==> src/rtl/csr_pkg.sv <==
// Shared definitions for the CSR bus: widths, arbiter FSM encoding and the
// slave/register field layout of a CSR address.
package csr_pkg;

  localparam int CSR_AW = 14;
  localparam int CSR_DW = 32;

  // Arbiter FSM encoding
  typedef enum logic [1:0] {
    ST_IDLE  = 2'd0,
    ST_ISSUE = 2'd1,
    ST_WAIT  = 2'd2,
    ST_ACK   = 2'd3
  } csr_state_e;

  // csr_a[13:10] picks the slave, csr_a[3:0] picks the register inside it
  localparam int CSR_SEL_MSB = 13;
  localparam int CSR_SEL_LSB = 10;
  localparam int CSR_REG_MSB = 3;
  localparam int CSR_REG_LSB = 0;

  function automatic logic [3:0] csr_slave_sel(input logic [CSR_AW-1:0] a);
    return a[CSR_SEL_MSB:CSR_SEL_LSB];
  endfunction

  function automatic logic [3:0] csr_reg_sel(input logic [CSR_AW-1:0] a);
    return a[CSR_REG_MSB:CSR_REG_LSB];
  endfunction

endpackage

==> src/rtl/rr_grant2.sv <==
// Two-way round-robin pick. A lone requester always wins; on a tie the
// master that did not win last time is chosen.
module rr_grant2 (
  input  logic [1:0] stb,
  input  logic       last_grant,
  output logic       gnt,
  output logic       gnt_vld
);

  // Combinational pick from the request pair and the previous winner
  always_comb begin
    gnt_vld = |stb;
    gnt     = 1'b0;
    case (stb)
      2'b01:   gnt = 1'b0;
      2'b10:   gnt = 1'b1;
      2'b11:   gnt = ~last_grant;
      default: gnt = 1'b0;
    endcase
  end

endmodule

==> src/rtl/csr_arbiter.sv <==
// Two-master arbiter for the shared CSR bus. Each transaction runs
// IDLE -> ISSUE -> WAIT -> ACK: the bus is driven in ISSUE (one-cycle write
// strobe), the registered slave read data is captured at the end of WAIT and
// handed back with a one-cycle ack in ACK.
module csr_arbiter
  import csr_pkg::*;
(
  input  logic              sys_clk,
  input  logic              sys_rst,
  input  logic              m0_stb,
  input  logic [CSR_AW-1:0] m0_a,
  input  logic              m0_we,
  input  logic [CSR_DW-1:0] m0_dat_w,
  output logic [CSR_DW-1:0] m0_dat_r,
  output logic              m0_ack,
  input  logic              m1_stb,
  input  logic [CSR_AW-1:0] m1_a,
  input  logic              m1_we,
  input  logic [CSR_DW-1:0] m1_dat_w,
  output logic [CSR_DW-1:0] m1_dat_r,
  output logic              m1_ack,
  output logic [CSR_AW-1:0] csr_a,
  output logic              csr_we,
  output logic [CSR_DW-1:0] csr_di,
  input  logic [CSR_DW-1:0] csr_do
);

  csr_state_e        state_q;
  csr_state_e        state_d;
  logic              last_grant_q;
  logic              gnt_idx_q;
  logic              pick_idx;
  logic              pick_vld;

  logic              do_load;
  logic              do_unstrobe;
  logic              do_capture;
  logic              do_ack_end;

  logic [CSR_AW-1:0] pick_a;
  logic              pick_we;
  logic [CSR_DW-1:0] pick_dat_w;

  rr_grant2 u_rr (
    .stb        ({m1_stb, m0_stb}),
    .last_grant (last_grant_q),
    .gnt        (pick_idx),
    .gnt_vld    (pick_vld)
  );

  // Route the picked master's request onto the bus loading path
  always_comb begin
    pick_a     = pick_idx ? m1_a     : m0_a;
    pick_we    = pick_idx ? m1_we    : m0_we;
    pick_dat_w = pick_idx ? m1_dat_w : m0_dat_w;
  end

  // FSM state register
  always_ff @(posedge sys_clk) begin
    if (sys_rst) state_q <= ST_IDLE;
    else         state_q <= state_d;
  end

  // FSM next state: requests are only looked at in IDLE
  always_comb begin
    state_d = state_q;
    case (state_q)
      ST_IDLE:  if (pick_vld) state_d = ST_ISSUE;
      ST_ISSUE: state_d = ST_WAIT;
      ST_WAIT:  state_d = ST_ACK;
      ST_ACK:   state_d = ST_IDLE;
      default:  state_d = ST_IDLE;
    endcase
  end

  // FSM outputs: per-state actions applied to the registers below
  always_comb begin
    do_load     = 1'b0;
    do_unstrobe = 1'b0;
    do_capture  = 1'b0;
    do_ack_end  = 1'b0;
    case (state_q)
      ST_IDLE:  do_load     = pick_vld;
      ST_ISSUE: do_unstrobe = 1'b1;
      ST_WAIT:  do_capture  = 1'b1;
      ST_ACK:   do_ack_end  = 1'b1;
      default:  ;
    endcase
  end

  // Arbitration memory: who won last, who owns the current transaction
  always_ff @(posedge sys_clk) begin
    if (sys_rst) begin
      last_grant_q <= 1'b1;
      gnt_idx_q    <= 1'b0;
    end else if (do_load) begin
      last_grant_q <= pick_idx;
      gnt_idx_q    <= pick_idx;
    end
  end

  // Shared bus registers: load on grant, drop strobe after ISSUE, idle after WAIT
  always_ff @(posedge sys_clk) begin
    if (sys_rst) begin
      csr_a  <= '0;
      csr_we <= 1'b0;
      csr_di <= '0;
    end else if (do_load) begin
      csr_a  <= pick_a;
      csr_we <= pick_we;
      csr_di <= pick_dat_w;
    end else if (do_unstrobe) begin
      csr_we <= 1'b0;
    end else if (do_capture) begin
      csr_a  <= '0;
      csr_we <= 1'b0;
      csr_di <= '0;
    end
  end

  // Completion: capture slave data into the grantee's dat_r and pulse its ack
  always_ff @(posedge sys_clk) begin
    if (sys_rst) begin
      m0_dat_r <= '0;
      m1_dat_r <= '0;
      m0_ack   <= 1'b0;
      m1_ack   <= 1'b0;
    end else if (do_capture) begin
      if (gnt_idx_q) begin
        m1_dat_r <= csr_do;
        m1_ack   <= 1'b1;
      end else begin
        m0_dat_r <= csr_do;
        m0_ack   <= 1'b1;
      end
    end else if (do_ack_end) begin
      m0_ack <= 1'b0;
      m1_ack <= 1'b0;
    end
  end

endmodule

==> config.mk <==
export PLATFORM = sky130hd
export DESIGN_NAME = csr_arbiter
export DESIGN_NICKNAME = d
export VERILOG_FILES = /design/src/rtl/csr_pkg.sv /design/src/rtl/rr_grant2.sv /design/src/rtl/csr_arbiter.sv
export SDC_FILE = /design/constraint.sdc
export NUM_CORES = 1
export LEC_CHECK = 0
export CAP_MARGIN = 20
export CORE_MARGIN = 3
export CORE_UTILIZATION = 43
export DETAILED_ROUTE_END_ITERATION = 16
export PLACE_DENSITY = 0.87
export RECOVER_POWER = 50
export SLEW_MARGIN = 20
export SYNTH_ARGS = -nofsm -noshare
export SYNTH_HDL_FRONTEND = slang
export SYNTH_SLANG_ARGS = --single-unit
==> constraint.sdc <==
create_clock -name sys_clk -period 4.4 [get_ports sys_clk]
set_input_delay 0.88 -clock sys_clk [delete_from_list [all_inputs] [get_ports sys_clk]]
set_output_delay 0.88 -clock sys_clk [all_outputs]
set_load 0.02 [all_outputs]
==> key figures, run 1 <==
Worst setup path
  – Worst R2R Path Depth: 6
  – Max Fanout on Critical Path: 72
  – Setup slack of the most critical reg-to-reg path: roughly 1.6 ns
  – Kind of capture point of the worst setup path: register
  – Startpoint type of the worst setup path: input pin
  – Category of the critical setup timing path: input pin to register
  – Critical Path Most Common Cell: sky130_fd_sc_hd__clkbuf_2
  – Critical Path, Cell by Cell: clkbuf_2, clkbuf_2, nor4b_1, a221o_1
  – Worst reg2reg startpoint: state_q[0]$_SDFFE_PP0P_
  – Cell type of the slowest stage on the worst timing path: sky130_fd_sc_hd__clkbuf_2
  – Worst endpoint required time: approximately 4.8 ns
  – Data arrival at the endpoint of the critical path: 3.63 ns
  – Critical path startpoint: sys_rst
  – Delay of the slowest critical-path stage: between 1 and 1.5 ns

Logic synthesis
  – Post-synth top area cell: sky130_fd_sc_hd__dfxtp_1
  – Warnings, synthesis: 0
  – Avg Cell Area, Syn: between 9 and 10 um^2
  – Share of synthesized area occupied by flip-flops and latches: between 40% and 50%
  – Top cells by area in the synthesized netlist: sky130_fd_sc_hd__dfxtp_1, sky130_fd_sc_hd__nand2_1, sky130_fd_sc_hd__a221o_1, sky130_fd_sc_hd__nor4b_2, sky130_fd_sc_hd__a21oi_1
  – Net Count, Synth: 622
  – Fraction of synthesized cell area taken by the top area cell type: just under 50%
  – Number of register bits inferred by synthesis: ~120
  – Cell count after synthesis: slightly below 500
  – Netlist area before placement: 0.00482 mm^2
  – Post-synth cell types: 31

Layout
  – Layout cell share with drive strength beyond 1: 10.5%
  – Antenna diode count: 0
  – Number of nets in the layout: ~840
  – Layout Utilization: just over 70%
  – Layout overhead on the synthesized area: 60.7%
  – Number of standard cells in the layout, taps in and fillers out: 861

Power
  – Total leakage power: ~2.7 nW
  – Peak ir drop on the vdd network: 0.000336 V
  – Post-layout total power: between 4 and 5 mW
  – Power per cell area: 565 mW/mm^2

Floorplan
  – Die Ht: 112 um
  – Chip Width: between 100 and 150 um
  – Standard-cell row count: 38
  – Die area: 0.0125 mm^2
  – Initial Utilization: 44.2%
  – Top-level port count: 243
  – Placeable Area: 0.0109 mm^2

Global route
  – Antenna violations before repair: 0
  – Vias in the first global route: 4674
  – Maximum number of pins on one net before global-route repair: 73
  – Global Route Usage Sum: between 20% and 30%
  – First-pass GRT wire length: around 24000 um
  – Overflow left after global routing: 0

Clock tree
  – Post_cts resized: 0
  – CTS root buf: sky130_fd_sc_hd__clkbuf_8
  – TritonCTS clock tree: built
  – Clock latency of the later-clocked register in the worst-skew pair: about 0.49 ns
  – H-tree lvl count: 4
  – Register clock-pin slew on the reported worst setup and hold paths: 0.06 ns
  – Clock sinks: 117
  – Post-CTS setup buffer count: 0
  – Post-CTS Hold Fix Bufs: 0
  – Number of CTS-inserted buffers: 17
  – Buffer depth of the longest clock path: 2

STA
  – Count of final max-slew check failures: 73
  – Post-layout min period: between 3 and 4 ns
  – Share of the cycle needed by the critical path after routing: between 70% and 80%
  – Worst Tran Pin Value: 1.85 ns
  – Skew final: approximately 0.0099 ns
  – Maximum clock frequency: ~310 MHz
  – Tightest slew margin relative to the limit: -23.3%
  – Setup repair after global routing missed its margin: false
  – Final number of setup-violating endpoints: 0
  – Final Hold Vio Count: 0
  – Worst hold slack across all endpoints: about 0.45 ns
  – Setup TNS: 0 ns

Drt
  – Drt wl/cell: approximately 18 um
  – Via count of the routed design: 4627
  – Pre-Repair DR Iteration Count: 5
  – WL final: roughly 15000 um
  – Detail-routed via count per cell: roughly 5.4
  – Post-route antenna net violation count: 0
  – Total DRC errors in the routed layout: 0
  – DRT iter0 DRCs: 381

Hold path
  – Critical hold path startpoint: m1_dat_r[1]$_SDFFE_PP0P_
  – Kind of path behind the tightest hold check: register to register
  – Number of instances on the worst hold path: 2

Placed design
  – Instance count after placement with tap cells included: 829
  – Quantity of I/O buffers inserted on ports: 242
  – Placer Congestion: around 0.86
  – Estimated wirelength of the detail-placed design: 10700 um

Run
  – Max-capacitance violation count: 1

Outcome
  – Result of the run: complete, but fails checks
  – Violated checks: max-capacitance violations, max-slew violations
==> cell families (layout without fill, tap and decap cells) <==
group	Yosys count	count (layout)	synth area share, %
compound gates	119	119	17.4
mux	1	1	0.208
buf+inv	49	283	7.19
flops	117	117	48.6
simple gates	196	196	25.3
fa+ha+maj	5	5	1.30
==> area by class of cell <==
class | instances | area [um^2]
clock buffer | 18 | 428
clock inverter | 14 | 224
fill | 787 | 3150
inverter | 4 | 15.0
multi-input combinational | 321 | 2110
sequential | 117 | 2340
tap | 140 | 175
timing repair buffer | 247 | 2450
==> critical path, delay by kind of cell <==
kind / cells / cell delay (ns)
buf+inv: 2 / 2.21
compound gates: 1 / 0.31
simple gates: 1 / 0.14
==> cell usage after synthesis <==
| library cell | number |
|---|---|
| sky130_fd_sc_hd__o32ai_1 | 1 |
| sky130_fd_sc_hd__buf_6 | 15 |
| sky130_fd_sc_hd__a211o_1 | 1 |
| sky130_fd_sc_hd__and2b_1 | 1 |
| sky130_fd_sc_hd__dfxtp_1 | 117 |
| sky130_fd_sc_hd__nor3_4 | 2 |
| sky130_fd_sc_hd__nand2_2 | 2 |
| sky130_fd_sc_hd__or2b_1 | 1 |
| sky130_fd_sc_hd__nor2b_2 | 1 |
| sky130_fd_sc_hd__a221o_1 | 46 |
| sky130_fd_sc_hd__a21oi_1 | 67 |
| sky130_fd_sc_hd__nor4b_2 | 30 |
| sky130_fd_sc_hd__nor2_1 | 4 |
| sky130_fd_sc_hd__nor2b_1 | 1 |
| sky130_fd_sc_hd__buf_8 | 3 |
| sky130_fd_sc_hd__nor3b_1 | 1 |
| sky130_fd_sc_hd__o21a_1 | 1 |
| sky130_fd_sc_hd__and2_1 | 2 |
| sky130_fd_sc_hd__inv_1 | 4 |
| sky130_fd_sc_hd__nand2_1 | 131 |
| sky130_fd_sc_hd__nor4b_1 | 16 |
| sky130_fd_sc_hd__clkbuf_1 | 8 |
| sky130_fd_sc_hd__o21ai_0 | 2 |
| sky130_fd_sc_hd__buf_2 | 13 |
| sky130_fd_sc_hd__or3b_2 | 1 |
| sky130_fd_sc_hd__mux2i_1 | 1 |
| sky130_fd_sc_hd__nor3_1 | 2 |
| sky130_fd_sc_hd__ha_1 | 5 |
| sky130_fd_sc_hd__or2_2 | 1 |
| sky130_fd_sc_hd__a211oi_1 | 1 |
| sky130_fd_sc_hd__buf_1 | 6 |
==> report_power, final <==
part / internal (mW) / leakage [nW] / total, mW / switching (mW)
Combinational: 0.673 / 1.45 / 1.49 / 0.813
Clock: 0.998 / 0.304 / 1.49 / 0.496
Sequential: 1.27 / 0.954 / 1.39 / 0.120
==> placed cells by master, fill, tap and decap left out, types with 3 or more instances in the layout <==
cell type	count
sky130_fd_sc_hd__nor4b_2	27
sky130_fd_sc_hd__nand2_2	3
sky130_fd_sc_hd__clkinvlp_4	4
sky130_fd_sc_hd__clkdlybuf4s50_1	227
sky130_fd_sc_hd__a221o_1	46
sky130_fd_sc_hd__clkbuf_2	3
sky130_fd_sc_hd__buf_4	3
sky130_fd_sc_hd__nor2_1	4
sky130_fd_sc_hd__nand2_1	130
sky130_fd_sc_hd__nor4b_1	19
sky130_fd_sc_hd__dlygate4sd3_1	14
sky130_fd_sc_hd__a21oi_1	67
sky130_fd_sc_hd__dfxtp_1	117
sky130_fd_sc_hd__inv_1	4
sky130_fd_sc_hd__ha_1	5
sky130_fd_sc_hd__clkinv_4	3
sky130_fd_sc_hd__bufinv_16	5
sky130_fd_sc_hd__nor3_1	3
sky130_fd_sc_hd__clkbuf_16	16
==> metrics by stage <==
step           instance area, um^2  setup WS (ns)
6_report                      7740           1.15
5_1_grt                       7740          0.999
4_1_cts                       7780           1.87
3_5_place_dp                  7120           1.34
3_3_place_gp                  7120           1.41
2_1_floorplan                 4820           2.65
==> flip-flops by register name (all words and copies together), names as in the netlist <==
| register | cells |
|---|---|
| last_grant_q | 1 |
| gnt_idx_q | 1 |
| m1_ack | 1 |
| csr_we | 1 |
| state_q | 2 |
| csr_di | 32 |
| csr_a | 14 |
| m1_dat_r | 32 |
| m0_ack | 1 |
| m0_dat_r | 32 |
==> metal layers <==
| metal | part of all wire, % | global-route usage (%) | wire length [um] |
|---|---|---|---|
| met2 | 51 | 42.4 | 7900 |
| met3 | 10 | 9.78 | 1540 |
| met1 | 37 | 26.3 | 5660 |
| met4 | 1.6 | 7.30 | 241 |
| met5 | 0 | 0 | 0 |
==> final timing paths <==
| path | endpoint |
|---|---|
| hold reg to reg | m1_dat_r[1]$_SDFFE_PP0P_ |
| setup reg to reg | csr_di[12]$_SDFFE_PP0P_ |
| hold / removal | m1_dat_r[1]$_SDFFE_PP0P_ |
| setup / recovery | csr_di[21]$_SDFFE_PP0P_ |
(Power assumes the default switching activity.)
==> inputs of run 2 (changes only) <==
CORE_UTILIZATION = 40   (was 43)
PLACE_DENSITY = 0.82   (was 0.87)
clock period = 3.03 ns   (was 4.4 ns; I/O delays follow)
==> run 2 against run 1 <==
The flow now finishes without violations. Sequential power grew 44%. Register-to-register slack worse by 0.99 ns. Flip-flop and latch count unchanged. Total power rose by 39%. Routed wire length is 1.7% lower. Clock power grew 29%. Hold slack got worse by 0.0059 ns. Sequential share of layout area about the same. Clock skew shrank 0.0038 ns. Global-route usage fell by 2.1 points. Clock-buffer cell count grew 1. Largest cell class unchanged. Largest power group unchanged.
==> key figures, run 2 (same netlist as run 1, synthesis figures left out) <==
Power
  – Power per cell area: a little under 800 mW/mm^2
  – Peak ir drop on the vdd network: slightly above 0.0004 V
  – Total leakage power: between 2 and 3 nW

Global route
  – Antenna violations before repair: 0
  – Global routing's busiest layer: met2
  – Global routing usage on met1: a little under a quarter
  – Global-route track usage on met2: between 30 and 40%
  – Overflow left after global routing: 0
  – Global Route Usage Sum: between 20% and 30%
  – First-pass GRT wire length: roughly 23000 um
  – Met3 routing resource usage after global routing: slightly above 7%
  – Vias in the first global route: around 4800
  – Maximum number of pins on one net before global-route repair: 93

STA
  – Maximum clock frequency: around 400 MHz
  – Post-layout min period: between 2 and 2.5 ns
  – Tightest slew margin relative to the limit: ~9.7%
  – Skew final: 0.00616 ns
  – Count of final max-slew check failures: 0
  – Final number of setup-violating endpoints: 0
  – Final Hold Vio Count: 0
  – Worst Tran Pin Value: about 1.4 ns
  – Setup repair after global routing missed its margin: false
  – Setup TNS: 0 ns
  – Share of the cycle needed by the critical path after routing: ~81%

Layout
  – Commonest non-fill, non-tap cell in the layout: sky130_fd_sc_hd__clkdlybuf4s50_1
  – Most frequent cells in the layout: sky130_fd_sc_hd__clkdlybuf4s50_1, sky130_fd_sc_hd__nand2_1, sky130_fd_sc_hd__dfxtp_1
  – Antenna diode count: 0
  – Layout overhead on the synthesized area: 60.8%
  – Number of nets in the layout: about 850
  – Layout cell share with drive strength beyond 1: between 10 and 15%
  – Number of standard cells in the layout, taps in and fillers out: 870
  – Largest regs: csr_di (32), m0_dat_r (32), m1_dat_r (32)

Floorplan
  – Top-level port count: 243
  – Chip Width: roughly 120 um
  – Die Ht: around 120 um
  – Initial Utilization: around two fifths
  – Die area: between 0.01 and 0.015 mm^2
  – Placeable Area: 0.0116 mm^2
  – Standard-cell row count: 39

Worst setup path
  – Max Fanout on Critical Path: 47
  – Startpoint type of the worst setup path: register
  – Data arrival at the endpoint of the critical path: 2.73 ns
  – Worst endpoint required time: between 3 and 4 ns
  – Category of the critical setup timing path: register to register
  – Kind of capture point of the worst setup path: register

Placed design
  – Placer Congestion: around 0.84
  – Estimated wirelength of the detail-placed design: between 10000 and 15000 um
  – Quantity of I/O buffers inserted on ports: 242
  – Instance count after placement with tap cells included: between 800 and 900

Drt
  – Via count of the routed design: 4709
  – WL final: 15100 um
  – Drt wl/cell: 17.3 um
  – Post-route antenna net violation count: 0
  – DRT iter0 DRCs: around 470
  – Detail-routed via count per cell: roughly 5.4
  – Pre-Repair DR Iteration Count: 5
  – Total DRC errors in the routed layout: 0

Clock tree
  – CTS root buf: sky130_fd_sc_hd__clkbuf_16
  – Clock sinks: around 120
  – Number of CTS-inserted buffers: 17
  – TritonCTS clock tree: built
  – Post_cts resized: 0
  – H-tree lvl count: 4
  – Post-CTS setup buffer count: 0
  – Clock latency of the later-clocked register in the worst-skew pair: 0.40 ns
  – Register clock-pin slew on the reported worst setup and hold paths: roughly 0.050 ns
  – Post-CTS Hold Fix Bufs: 0
  – Buffer depth of the longest clock path: 2

Outcome
  – Result of the run: completed

Run
  – Max-capacitance violation count: 0

Hold path
  – Kind of path behind the tightest hold check: register to register
run 2: cell count changes in the layout (fill, tap and decap cells not counted), sizes merged, moves of 3 or more:
| cell | previous run | this run |
|---|---|---|
| buf | 3 | 9 |
| bufinv | 5 | 2 |
| clkdlybuf4s50 | 227 | 183 |
| clkinv | 3 | 6 |
| dlygate4sd3 | 14 | 58 |
run 2: critical path: stages, from the launching register on:
cell                       delay, ns
sky130_fd_sc_hd__dfxtp_1        0.34
sky130_fd_sc_hd__inv_1          0.11
sky130_fd_sc_hd__ha_1           0.26
sky130_fd_sc_hd__o21a_2         0.15
sky130_fd_sc_hd__clkbuf_2       0.98
sky130_fd_sc_hd__nor4b_1        0.15
sky130_fd_sc_hd__a221o_1        0.32
run 2: layer usage:
metal  vias to the layer above  part of all wire (%)
li1                       2216                     -
met1                      2249                    37
met2                       212                    51
met3                        32                   8.7
met4                         0                   2.5
met5                         -                     0
run 2: layout make-up:
type                       instances  area [um^2]
inverter                           4         15.0
timing repair buffer             253         2500
tap                              143          179
clock inverter                    13          133
multi-input combinational        321         2130
sequential                       117         2340
fill                             906         3870
clock buffer                      19          443
run 2: path summary, 6_finish.rpt:
check / slack [ns] / start / endpoint / depth (start not counted)
max: 0.58 / state_q[1]$_SDFFE_PP0P_ / csr_di[4]$_SDFFE_PP0P_ / 6
min: 0.45 / m1_dat_r[9]$_SDFFE_PP0P_ / m1_dat_r[9]$_SDFFE_PP0P_ / 2
max reg2reg: 0.58 / state_q[1]$_SDFFE_PP0P_ / csr_di[4]$_SDFFE_PP0P_ / 6
min reg2reg: 0.45 / m1_dat_r[9]$_SDFFE_PP0P_ / m1_dat_r[9]$_SDFFE_PP0P_ / 2
run 2: through the flow:
| stage | power, mW | util (%) | hold WS, ns | instance area (um^2) | setup slack, ns |
|---|---|---|---|---|---|
| after global placement | 4.21 | 62.0 | 0.440 | 7200 | 0.831 |
| final | 6.08 | 66.7 | 0.448 | 7740 | 0.581 |
| after detailed placement | 4.28 | 62.0 | 0.448 | 7200 | 0.760 |
| after CTS | 6.23 | 66.9 | 0.455 | 7770 | 0.957 |
| after floorplan | 3.40 | - | 0.479 | 4820 | 1.48 |
| after global routing | 6.37 | 66.7 | 0.465 | 7740 | 0.444 |
run 2: power by group:
| part | switching (mW) | total (mW) | internal (mW) | leakage [nW] |
|---|---|---|---|---|
| combinational | 1.19 | 2.15 | 0.956 | 1.62 |
| clock | 0.698 | 1.92 | 1.23 | 0.275 |
| sequential | 0.161 | 2.00 | 1.84 | 0.954 |
| total | 2.05 | 6.08 | 4.03 | 2.85 |
==> inputs of run 3 (changes only) <==
clock period = 2.4 ns   (was 3.03 ns; I/O delays follow)
==> run 3 against run 2 <==
Sequential power grew 27%. Combinational power grew 30%. Register-to-register slack lost 0.21 ns. Die area is the same. Clock skew grew 0.0051 ns. Sequential share of layout area shrank 0.29 points. Cell count grew 0.11%. Clock power grew 32%. Total power grew 29%. Non-clock buffer count grew 1. Utilization grew 0.64 points.
==> key figures, run 3 (same netlist as run 1, synthesis figures left out) <==
Layout
  – Number of nets in the layout: 850
  – Largest regs: csr_di (32), m0_dat_r (32), m1_dat_r (32)
  – Antenna diode count: 0
  – Layout cell share with drive strength beyond 1: 11.4%
  – Most frequent cells in the layout: sky130_fd_sc_hd__clkdlybuf4s50_1, sky130_fd_sc_hd__nand2_1, sky130_fd_sc_hd__dfxtp_1
  – Commonest non-fill, non-tap cell in the layout: sky130_fd_sc_hd__clkdlybuf4s50_1
  – Filler cell count in the final layout: between 900 and 1000
  – Summed area of non-filler cells in the final layout: between 0.007 and 0.008 mm^2
  – Layout overhead on the synthesized area: 62.3%

Clock tree
  – Post-CTS setup buffer count: 0
  – Buffer depth of the longest clock path: 2
  – TritonCTS clock tree: built
  – Number of CTS-inserted buffers: 17
  – CTS root buf: sky130_fd_sc_hd__clkbuf_16
  – Post-CTS Hold Fix Bufs: 0
  – Clock sinks: roughly 120
  – Post_cts resized: 0
  – H-tree lvl count: 4
  – Register clock-pin slew on the reported worst setup and hold paths: 0.06 ns
  – Clock latency of the later-clocked register in the worst-skew pair: 0.41 ns

STA
  – Setup TNS: 0 ns
  – Worst Tran Pin Value: between 0.6 and 0.7 ns
  – Count of final max-slew check failures: 0
  – Post-layout min period: ~2.0 ns
  – Tightest slew margin relative to the limit: roughly 55%
  – Share of the cycle needed by the critical path after routing: a little over four fifths
  – Final number of setup-violating endpoints: 0
  – Final Hold Vio Count: 0
  – Skew final: ~0.011 ns
  – Maximum clock frequency: ~490 MHz
  – Setup repair after global routing missed its margin: false

Drt
  – WL final: 15000 um
  – Via count of the routed design: 4660
  – Total DRC errors in the routed layout: 0
  – Pre-Repair DR Iteration Count: 4
  – DRT iter0 DRCs: 350
  – Post-route antenna net violation count: 0
  – Drt wl/cell: 17.2 um
  – Detail-routed via count per cell: 5.35

Floorplan
  – Chip Width: 116 um
  – Die area: 0.0134 mm^2
  – Placeable Area: ~0.012 mm^2
  – Standard-cell row count: 39
  – Initial Utilization: between 40% and 50%
  – Top-level port count: 243
  – Die Ht: ~120 um

Worst setup path
  – Kind of capture point of the worst setup path: register
  – Startpoint type of the worst setup path: register
  – Critical Path, Cell by Cell: inv_1, ha_1, or2b_1, clkbuf_2, nand2_1, a21oi_1
  – Data arrival at the endpoint of the critical path: 2.35 ns
  – Worst endpoint required time: 2.73 ns
  – CP top delay family: buffers and inverters
  – Cell type of the slowest stage on the worst timing path: sky130_fd_sc_hd__clkbuf_2
  – Count of buffer and inverter cells on the critical path: 2
  – Category of the critical setup timing path: register to register
  – Setup slack of the most critical reg-to-reg path: ~0.37 ns
  – Delay of the slowest critical-path stage: approximately 0.50 ns
  – Max Fanout on Critical Path: 24

Global route
  – Global Route Usage Sum: 21.8%
  – Overflow left after global routing: 0
  – Vias in the first global route: 4759
  – Maximum number of pins on one net before global-route repair: between 70 and 80
  – First-pass GRT wire length: 23300 um
  – Antenna violations before repair: 0

Power
  – Power per cell area: around 1000 mW/mm^2
  – Post-layout total power: a little under 8 mW
  – Peak ir drop on the vdd network: roughly 0.00049 V
  – Total leakage power: around 2.9 nW

Placed design
  – Placer Congestion: roughly 0.84
  – Quantity of I/O buffers inserted on ports: roughly 240
  – Standard cell area after detailed placement: 0.00724 mm^2
  – Estimated wirelength of the detail-placed design: 10800 um

Outcome
  – Result of the run: completed

Run
  – Max-capacitance violation count: 0

Hold path
  – Kind of path behind the tightest hold check: input pin to register
run 3: cell count changes in the layout (fill, tap and decap cells not counted), sizes merged:
cell | before | now
clkinv | 6 | 4
inv | 5 | 7
buf | 9 | 10
dlygate4sd3 | 58 | 53
clkdlybuf4s50 | 183 | 188
run 3: power breakdown:
| part | switching, mW | internal (mW) |
|---|---|---|
| Combinational | 1.51 | 1.27 |
| Clock | 0.936 | 1.60 |
| Sequential | 0.204 | 2.33 |
run 3: final cells by class:
cell class	count	area (um^2)	share of cell area (%)
clock inverter	13	148	1.89
multi-input combinational	321	2130	27.3
timing repair buffer	254	2550	32.6
inverter	4	15.0	0.192
sequential	117	2340	30.0
clock buffer	19	453	5.79
tap	143	179	2.29
run 3: per-stage QoR:
| stage | std cells | hold WS (ns) | setup slack, ns | utilization, % |
|---|---|---|---|---|
| finish | 871 | 0.365 | 0.374 | 67.3 |
| global route | 871 | 0.375 | 0.158 | 67.3 |
| CTS | 871 | 0.340 | 0.347 | 67.5 |
| detailed placement | 839 | 0.447 | 0.268 | 62.4 |
| global placement | 839 | 0.440 | 0.341 | 62.4 |
| floorplan | 487 | 0.479 | 0.846 | - |
run 3: worst paths after layout:
| path | cells after the start | to | from |
|---|---|---|---|
| max | 6 | m0_dat_r[28]$_SDFFE_PP0P_ | state_q[0]$_SDFFE_PP0P_ |
| min | 2 | m0_dat_r[27]$_SDFFE_PP0P_ | sys_rst |
| max reg2reg | 6 | m0_dat_r[28]$_SDFFE_PP0P_ | state_q[0]$_SDFFE_PP0P_ |
| min reg2reg | 2 | m1_dat_r[19]$_SDFFE_PP0P_ | m1_dat_r[19]$_SDFFE_PP0P_ |
run 3: layer usage:
metal	track usage, %	part of all wire (%)	routed length [um]	vias to the layer above
met4	8.12	1.8	272	0
met2	38.8	51	7650	216
li1	-	-	-	2211
met1	23.3	38	5620	2207
met5	0	0	0	-
met3	8.83	9.5	1420	26
